<file path="config.mk">
export PLATFORM = sky130hd
export DESIGN_NAME = aes_word_loader
export DESIGN_NICKNAME = d
export VERILOG_FILES = /design/src/rtl/aes_word_loader_pkg.sv /design/src/rtl/aes_word_packer.sv /design/src/rtl/aes_word_loader.sv
export SDC_FILE = /design/constraint.sdc
export NUM_CORES = 1
export LEC_CHECK = 0
export CAP_MARGIN = 20
export CORE_UTILIZATION = 32
export CTS_CLUSTER_DIAMETER = 150
export CTS_CLUSTER_SIZE = 24
export DETAILED_ROUTE_END_ITERATION = 16
export DONT_BUFFER_PORTS = 1
export SKIP_LAST_GASP = 1
export SYNTH_ARGS = -nofsm -noshare
export SYNTH_HDL_FRONTEND = slang
export SYNTH_HIERARCHICAL = 1
export SYNTH_SLANG_ARGS = --single-unit
</file>
<file path="constraint.sdc">
create_clock -name clk -period 6.95 [get_ports clk]
set_input_delay 0.695 -clock clk [delete_from_list [all_inputs] [get_ports clk]]
set_output_delay 0.695 -clock clk [all_outputs]
set_load 0.01 [all_outputs]
</file>
<file path="src/rtl/aes_word_loader_pkg.sv">
// Shared widths, FSM encoding and payload types for the AES word loader.
package aes_word_loader_pkg;

  localparam int unsigned AES_BLK_W  = 128;
  localparam int unsigned AES_WORD_W = 32;
  localparam int unsigned AES_WORDS  = AES_BLK_W / AES_WORD_W;

  typedef enum logic [1:0] {
    LD_IDLE,
    LD_ISSUE,
    LD_WAIT
  } ld_state_t;

  // One beat of the input word stream.
  typedef struct packed {
    logic                  is_key;
    logic [AES_WORD_W-1:0] word;
  } ld_beat_t;

  // Block presented to the encryptor.
  typedef struct packed {
    logic [AES_BLK_W-1:0] data;
    logic [AES_BLK_W-1:0] key;
  } ld_blk_t;

endpackage

</file>
<file path="src/rtl/aes_word_packer.sv">
// Shift assembler: WORDS words of WORD_W bits into one block, first word lands in the MSBs.
module aes_word_packer
  import aes_word_loader_pkg::*;
#(
  parameter int unsigned WORDS  = AES_WORDS,
  parameter int unsigned WORD_W = AES_WORD_W,
  localparam int unsigned BLK_W  = WORDS * WORD_W,
  localparam int unsigned CNT_W  = $clog2(WORDS)
) (
  input  logic              clk,
  input  logic              rst,
  input  logic              in_vld,
  input  logic [WORD_W-1:0] in_word,
  output logic [CNT_W-1:0]  cnt,
  output logic [BLK_W-1:0]  blk_c,
  output logic              done_c
);

  logic [BLK_W-1:0] asm_q, asm_d;
  logic [CNT_W-1:0] cnt_q, cnt_d;

  // blk_c is the full block as it stands once the incoming word is shifted in.
  always_comb begin
    asm_d  = asm_q;
    cnt_d  = cnt_q;
    done_c = 1'b0;
    blk_c  = {asm_q[BLK_W-WORD_W-1:0], in_word};
    if (in_vld) begin
      asm_d  = blk_c;
      done_c = (cnt_q == CNT_W'(WORDS - 1));
      cnt_d  = done_c ? '0 : cnt_q + CNT_W'(1);
    end
  end

  always_ff @(posedge clk) begin
    if (rst) begin
      asm_q <= '0;
      cnt_q <= '0;
    end else begin
      asm_q <= asm_d;
      cnt_q <= cnt_d;
    end
  end

  assign cnt = cnt_q;

endmodule

</file>
<file path="src/rtl/aes_word_loader.sv">
// Feeds AES_encryptor: packs 32-bit stream words into key/plaintext blocks,
// buffers one block, issues it with a req pulse and waits for enable under a watchdog.
module aes_word_loader
  import aes_word_loader_pkg::*;
#(
  parameter int unsigned TIMEOUT_CYCLES = 64,
  parameter int unsigned CNT_W          = 16
) (
  input  logic                  clk,
  input  logic                  rst,
  input  logic                  s_valid,
  output logic                  s_ready,
  input  logic                  s_key,
  input  logic [AES_WORD_W-1:0] s_data,
  output logic [AES_BLK_W-1:0]  data,
  output logic [AES_BLK_W-1:0]  key,
  output logic                  req,
  input  logic                  enable,
  output logic                  busy,
  output logic                  err_timeout,
  output logic [CNT_W-1:0]      blk_cnt
);

  localparam int unsigned TMO_W    = $clog2(TIMEOUT_CYCLES + 1);
  localparam int unsigned PK_CNT_W = $clog2(AES_WORDS);

  ld_beat_t              beat;
  ld_state_t             state_q, state_d;
  ld_blk_t               out_q, out_d;
  logic [AES_BLK_W-1:0]  key_q, key_d;
  logic [AES_BLK_W-1:0]  pend_q, pend_d;
  logic                  pend_vld_q, pend_vld_d;
  logic                  req_q, req_d;
  logic                  busy_q, busy_d;
  logic                  err_q, err_d;
  logic [CNT_W-1:0]      cnt_q, cnt_d;
  logic [TMO_W-1:0]      tmo_q, tmo_d;

  logic [PK_CNT_W-1:0]   key_cnt, data_cnt;
  logic [AES_BLK_W-1:0]  key_blk_c, data_blk_c;
  logic                  key_done_c, data_done_c;
  logic                  issue_c, key_ok_c, data_ok_c, key_acc_c, data_acc_c;

  assign beat = '{is_key: s_key, word: s_data};

  // Acceptance rules keep key and data groups from interleaving and never let
  // a new key overwrite the staged key while a block is pending or in flight.
  always_comb begin
    issue_c    = (state_q == LD_IDLE) && pend_vld_q;
    key_ok_c   = !pend_vld_q && (data_cnt == '0) && (state_q == LD_IDLE);
    data_ok_c  = (key_cnt == '0) &&
                 ((data_cnt != PK_CNT_W'(AES_WORDS - 1)) || !pend_vld_q || issue_c);
    s_ready    = !rst && (beat.is_key ? key_ok_c : data_ok_c);
    key_acc_c  = s_valid && s_ready && beat.is_key;
    data_acc_c = s_valid && s_ready && !beat.is_key;
  end

  aes_word_packer #(
    .WORDS  (AES_WORDS),
    .WORD_W (AES_WORD_W)
  ) u_key_pack (
    .clk     (clk),
    .rst     (rst),
    .in_vld  (key_acc_c),
    .in_word (beat.word),
    .cnt     (key_cnt),
    .blk_c   (key_blk_c),
    .done_c  (key_done_c)
  );

  aes_word_packer #(
    .WORDS  (AES_WORDS),
    .WORD_W (AES_WORD_W)
  ) u_data_pack (
    .clk     (clk),
    .rst     (rst),
    .in_vld  (data_acc_c),
    .in_word (beat.word),
    .cnt     (data_cnt),
    .blk_c   (data_blk_c),
    .done_c  (data_done_c)
  );

  // Next-state and datapath: issue from pending, then wait for enable or watchdog.
  always_comb begin
    state_d    = state_q;
    out_d      = out_q;
    key_d      = key_q;
    pend_d     = pend_q;
    pend_vld_d = pend_vld_q;
    req_d      = 1'b0;
    busy_d     = busy_q;
    err_d      = err_q;
    cnt_d      = cnt_q;
    tmo_d      = tmo_q;

    if (key_done_c) begin
      key_d = key_blk_c;
    end

    case (state_q)
      LD_IDLE: begin
        if (pend_vld_q) begin
          state_d    = LD_ISSUE;
          out_d      = '{data: pend_q, key: key_q};
          req_d      = 1'b1;
          pend_vld_d = 1'b0;
        end
      end
      LD_ISSUE: begin
        state_d = LD_WAIT;
        busy_d  = 1'b1;
        tmo_d   = '0;
      end
      LD_WAIT: begin
        tmo_d = tmo_q + TMO_W'(1);
        if (enable) begin
          state_d = LD_IDLE;
          busy_d  = 1'b0;
          cnt_d   = cnt_q + CNT_W'(1);
        end else if (tmo_q == TMO_W'(TIMEOUT_CYCLES - 1)) begin
          state_d = LD_IDLE;
          busy_d  = 1'b0;
          err_d   = 1'b1;
        end
      end
      default: begin
        state_d = LD_IDLE;
      end
    endcase

    // A block completing on the issue edge refills pending after it drains.
    if (data_done_c) begin
      pend_d     = data_blk_c;
      pend_vld_d = 1'b1;
    end
  end

  always_ff @(posedge clk) begin
    if (rst) begin
      state_q    <= LD_IDLE;
      out_q      <= '0;
      key_q      <= '0;
      pend_q     <= '0;
      pend_vld_q <= 1'b0;
      req_q      <= 1'b0;
      busy_q     <= 1'b0;
      err_q      <= 1'b0;
      cnt_q      <= '0;
      tmo_q      <= '0;
    end else begin
      state_q    <= state_d;
      out_q      <= out_d;
      key_q      <= key_d;
      pend_q     <= pend_d;
      pend_vld_q <= pend_vld_d;
      req_q      <= req_d;
      busy_q     <= busy_d;
      err_q      <= err_d;
      cnt_q      <= cnt_d;
      tmo_q      <= tmo_d;
    end
  end

  assign data        = out_q.data;
  assign key         = out_q.key;
  assign req         = req_q;
  assign busy        = busy_q;
  assign err_timeout = err_q;
  assign blk_cnt     = cnt_q;

endmodule
</file>
==> metrics.log <==
INFO  metric clock_skew = ~0.017 ns
INFO  metric drt_iter0_markers = about 1100
INFO  metric post-layout-total-power = approximately 6.7 mW
INFO  metric gr-usage-all-layers = between 10% and 20%
INFO  metric via_count_of_the_first_global_routing_pass = 15600
INFO  metric yosysSeqAreaShare = about 56%
INFO  metric die-area = 0.0837 mm2
INFO  metric num_vias = 17000
INFO  metric antenna_cells_inserted = 0
INFO  metric synthArstFlopShare = 0%
INFO  metric violations = max-slew violations
INFO  metric wirelength_met1 = about 32000 um
INFO  metric ys_dominant_reg_cell = dfxtp_1
INFO  metric post-route-min-period = 4.70 ns
INFO  metric numPortBuffers = 0
INFO  metric grt_remaining_overflow = 0
INFO  metric cts_tree = yes
INFO  metric critical_path_buf_inv_count = 1
INFO  metric main_combinational_cell_family_by_area_after_synthesis = multiplexers
INFO  metric postLayoutCoreUtil = 33.8%
INFO  metric wl = 67300 um
INFO  metric post_synth_edffs = 0
INFO  metric maxSlewViolCount = 330
INFO  metric clock.fmax = approximately 0.21 GHz
INFO  metric cts.reportedPaths.clkPinSlew = approximately 0.09 ns
INFO  metric cts-root-buf = clkbuf_16
INFO  metric detail_route.drc_violations = 0
INFO  metric max_cap_viol_count = 0
INFO  metric crit_chain = o21bai_1, a221oi_2, and3b_4, and2_4, buf_12, mux2i_1, nor2_1
INFO  metric setup_repair_after_global_routing_missed_its_margin = no
INFO  metric synth_xor_area_share = less than 1%
INFO  metric worst_skew_pair.late_latency = between 0.5 and 0.6 ns
INFO  metric cpLargestDelayFamily = simple AND/OR/NAND/NOR gates
INFO  metric max-slew-margin-rel = -58.0%
INFO  metric detailed_place_hpwl = 42400 um
INFO  metric area_of_the_multi_input_gates = 0.0103 mm2
INFO  metric worstPathMaxFanout = approximately 740
INFO  metric pwr_density_cell = 242 mW/mm2
INFO  metric timing.critical_path.slowest_stage_cell = and3b_4
INFO  metric pin_count = between 300 and 400
INFO  metric die-width = 289 um
INFO  metric post_synth_and_or_nand_nor_area_fraction = 15.3%
INFO  metric cts.repair_timing.setup_buffer_count = 0
INFO  metric setup.worst_path.class = in2reg
INFO  metric cts_max_path_buffers = 3
INFO  metric fp.dieH = 289 um
INFO  metric critical_path.endpoint_type = flip-flop
INFO  metric cp.arrival = roughly 5.1 ns
INFO  metric holdBufCountCts = 0
INFO  metric grt_pass1_wl = 99300 um
INFO  metric total_leakage_power = 8.72 nW
INFO  metric vdd_drop_max = between 0.15 and 0.2 mV
INFO  metric netlist-cell-type-count = 41
INFO  metric cts_inserted_buffers = 36
INFO  metric worstSetupStartpointType = input port
INFO  metric netlist_area = 0.0264 mm2
INFO  metric finalNetCount = 2634
INFO  metric yosysWarningCount = 6
INFO  metric synth_area_per_cell = 9.44 um2
INFO  metric worst-slew-pin-transition = 2.37 ns
INFO  metric yosys.area_share.adder = 0.379%
INFO  metric start_util = between 30% and 40%
INFO  metric detailroute.wirelength.met2 = 29900 um
INFO  metric slowest_stage_delay_cp = 0.89 ns
INFO  metric maxUsedRoutingLayer = met4
INFO  metric post_drt_wl_per_cell = 18.4 um
INFO  metric cts-htree-levels = 2
INFO  metric ant_nets = 0
INFO  metric hold_viol_final = 0
INFO  metric viasPerCell = 4.66
INFO  metric ff_latch_area = 0.0148 mm2
INFO  metric gp_congestion = 0.768
INFO  metric area_delta_synth_final = 3.89%
INFO  metric status = finished, violations left
INFO  metric core-area = 0.0811 mm2
INFO  metric ctsResizeCount = 0
INFO  metric final_layout_size_suffix_gt1_share = between 2 and 3%
INFO  metric grt_start_max_net_pins = 736
INFO  metric syn_nets = about 2800
INFO  metric placementRows = between 100 and 150
INFO  metric setup_viol_count_final = 0
INFO  metric met3_routed_wl = 4610 um
INFO  metric synthesis.instances = 2798
INFO  metric antenna_found_initial = 4
INFO  metric n_fill_cell = 8384
INFO  metric synth-seq-cells = 737
INFO  metric clock_sinks = 737
INFO  metric hold_path_class = in2reg
INFO  metric final.setup.tns = 0 ns
INFO  metric synth_compound_gate_area_share = under 10%
INFO  metric final_cycle_utilization_of_the_critical_path = 67.6%
INFO  metric critical_path_data_required_time = 7.33 ns
INFO  metric synthMuxAreaShare = 17.1%
INFO  metric drt_pre_antenna_iters = 5
==> state kept, by name (all words and copies together), names as in the netlist <==
| name | flops |
|---|---|
| key | 128 |
| u_key_pack/cnt | 2 |
| u_data_pack/cnt | 2 |
| key_q | 128 |
| u_key_pack/asm_q | 96 |
| tmo_q | 7 |
| u_data_pack/asm_q | 96 |
| state_q | 2 |
| blk_cnt | 16 |
| data | 128 |
| busy | 1 |
| req | 1 |
| pend_vld_q | 1 |
| pend_q | 128 |
| err_timeout | 1 |
==> cells by family (layout without fill, tap and decap cells) <==
kind of cell               count (synthesis)  after routing
AOI/OAI and AO/OA                        286            286
xor gates and xnor gates                  14             14
adders and majority gates                  8              8
buffers and inverters                    265             58
DFF                                      737            737
muxes                                    450            450
and+or+nand+nor                         1038           1038
==> final timing paths <==
kind                                  from    endpoint  slack, ns  depth (start not counted)
worst max-delay path                   rst  pend_q[22]       2.25                          7
worst min register to register   key_q[42]     key[42]       0.45                          2
worst min-delay path                   rst     key[96]       0.23                          1
worst max register to register  state_q[0]  pend_q[22]       2.27                         10
==> per-layer routing <==
| metal | track usage [%] | vias up |
|---|---|---|
| li1 | - | 8627 |
| met3 | 4.55 | 51 |
| met4 | 2.97 | 0 |
| met5 | 0 | - |
| met2 | 24.1 | 290 |
| met1 | 20.8 | 8046 |
==> final cells by class <==
class / instances / area share [%]
Clock buffer: 37 / 3.37
Multi-Input combinational cell: 1796 / 37.4
Sequential cell: 737 / 53.8
Timing Repair Buffer: 11 / 0.438
Inverter: 7 / 0.0958
Tap cell: 1060 / 4.83
Clock inverter: 3 / 0.0958
==> cell usage after synthesis, drive strengths merged, types with 2 or more instances <==
cell / n / area (um2)
buf: 157 / 1010
clkbuf: 101 / 380
dfxtp: 737 / 14800
or3: 6 / 37.5
and4: 3 / 30.0
and3: 3 / 20.0
a21oi: 271 / 1360
inv: 7 / 26.3
or3b: 2 / 17.5
mux2i: 450 / 4500
o21a: 2 / 15.0
xnor2: 2 / 17.5
nor2: 471 / 1770
nand2: 522 / 1960
xor2: 12 / 105
nand4: 9 / 71.3
ha: 8 / 100
nor3: 2 / 10.0
nand2b: 5 / 31.3
and2: 4 / 26.3
nand3b: 2 / 15.0
o21ai: 7 / 35.0
nand3: 7 / 40.0
==> where the power goes <==
group | switching (mW) | internal [mW]
sequential | 0.0174 | 4.24
combinational | 0.0387 | 0.0384
clock | 1.35 | 0.966
total | 1.41 | 5.24
==> cell usage in the layout, fill, tap and decap left out, drive strengths merged <==
master,instances
a21o,1
dfxtp,737
nor2,471
o31ai,1
nand3b,2
mux2i,450
and2,4
nor3,2
and3,3
a31o,1
or3b,2
buf,11
xnor2,2
o21ai,7
or4,1
clkbuf,37
o21a,2
or3,6
o21bai,1
xor2,12
nand4,9
and4,3
a21oi,271
inv,10
a221oi,1
nand2,522
nand3,7
o21ba,1
nand2b,5
and3b,1
ha,8
==> per-stage QoR <==
stage	worst slack (ns)	hold WS (ns)	cell area, um2	instances
2_1_floorplan	3.79	0.431	26400	2798
3_5_place_dp	2.34	0.440	26500	3611
5_1_grt	1.96	0.193	27400	3651
6_report	2.25	0.234	27400	3651
4_1_cts	2.32	0.180	27400	3651
3_3_place_gp	2.43	0.440	26500	3611
Note: power is estimated with default switching activity, not from simulation.
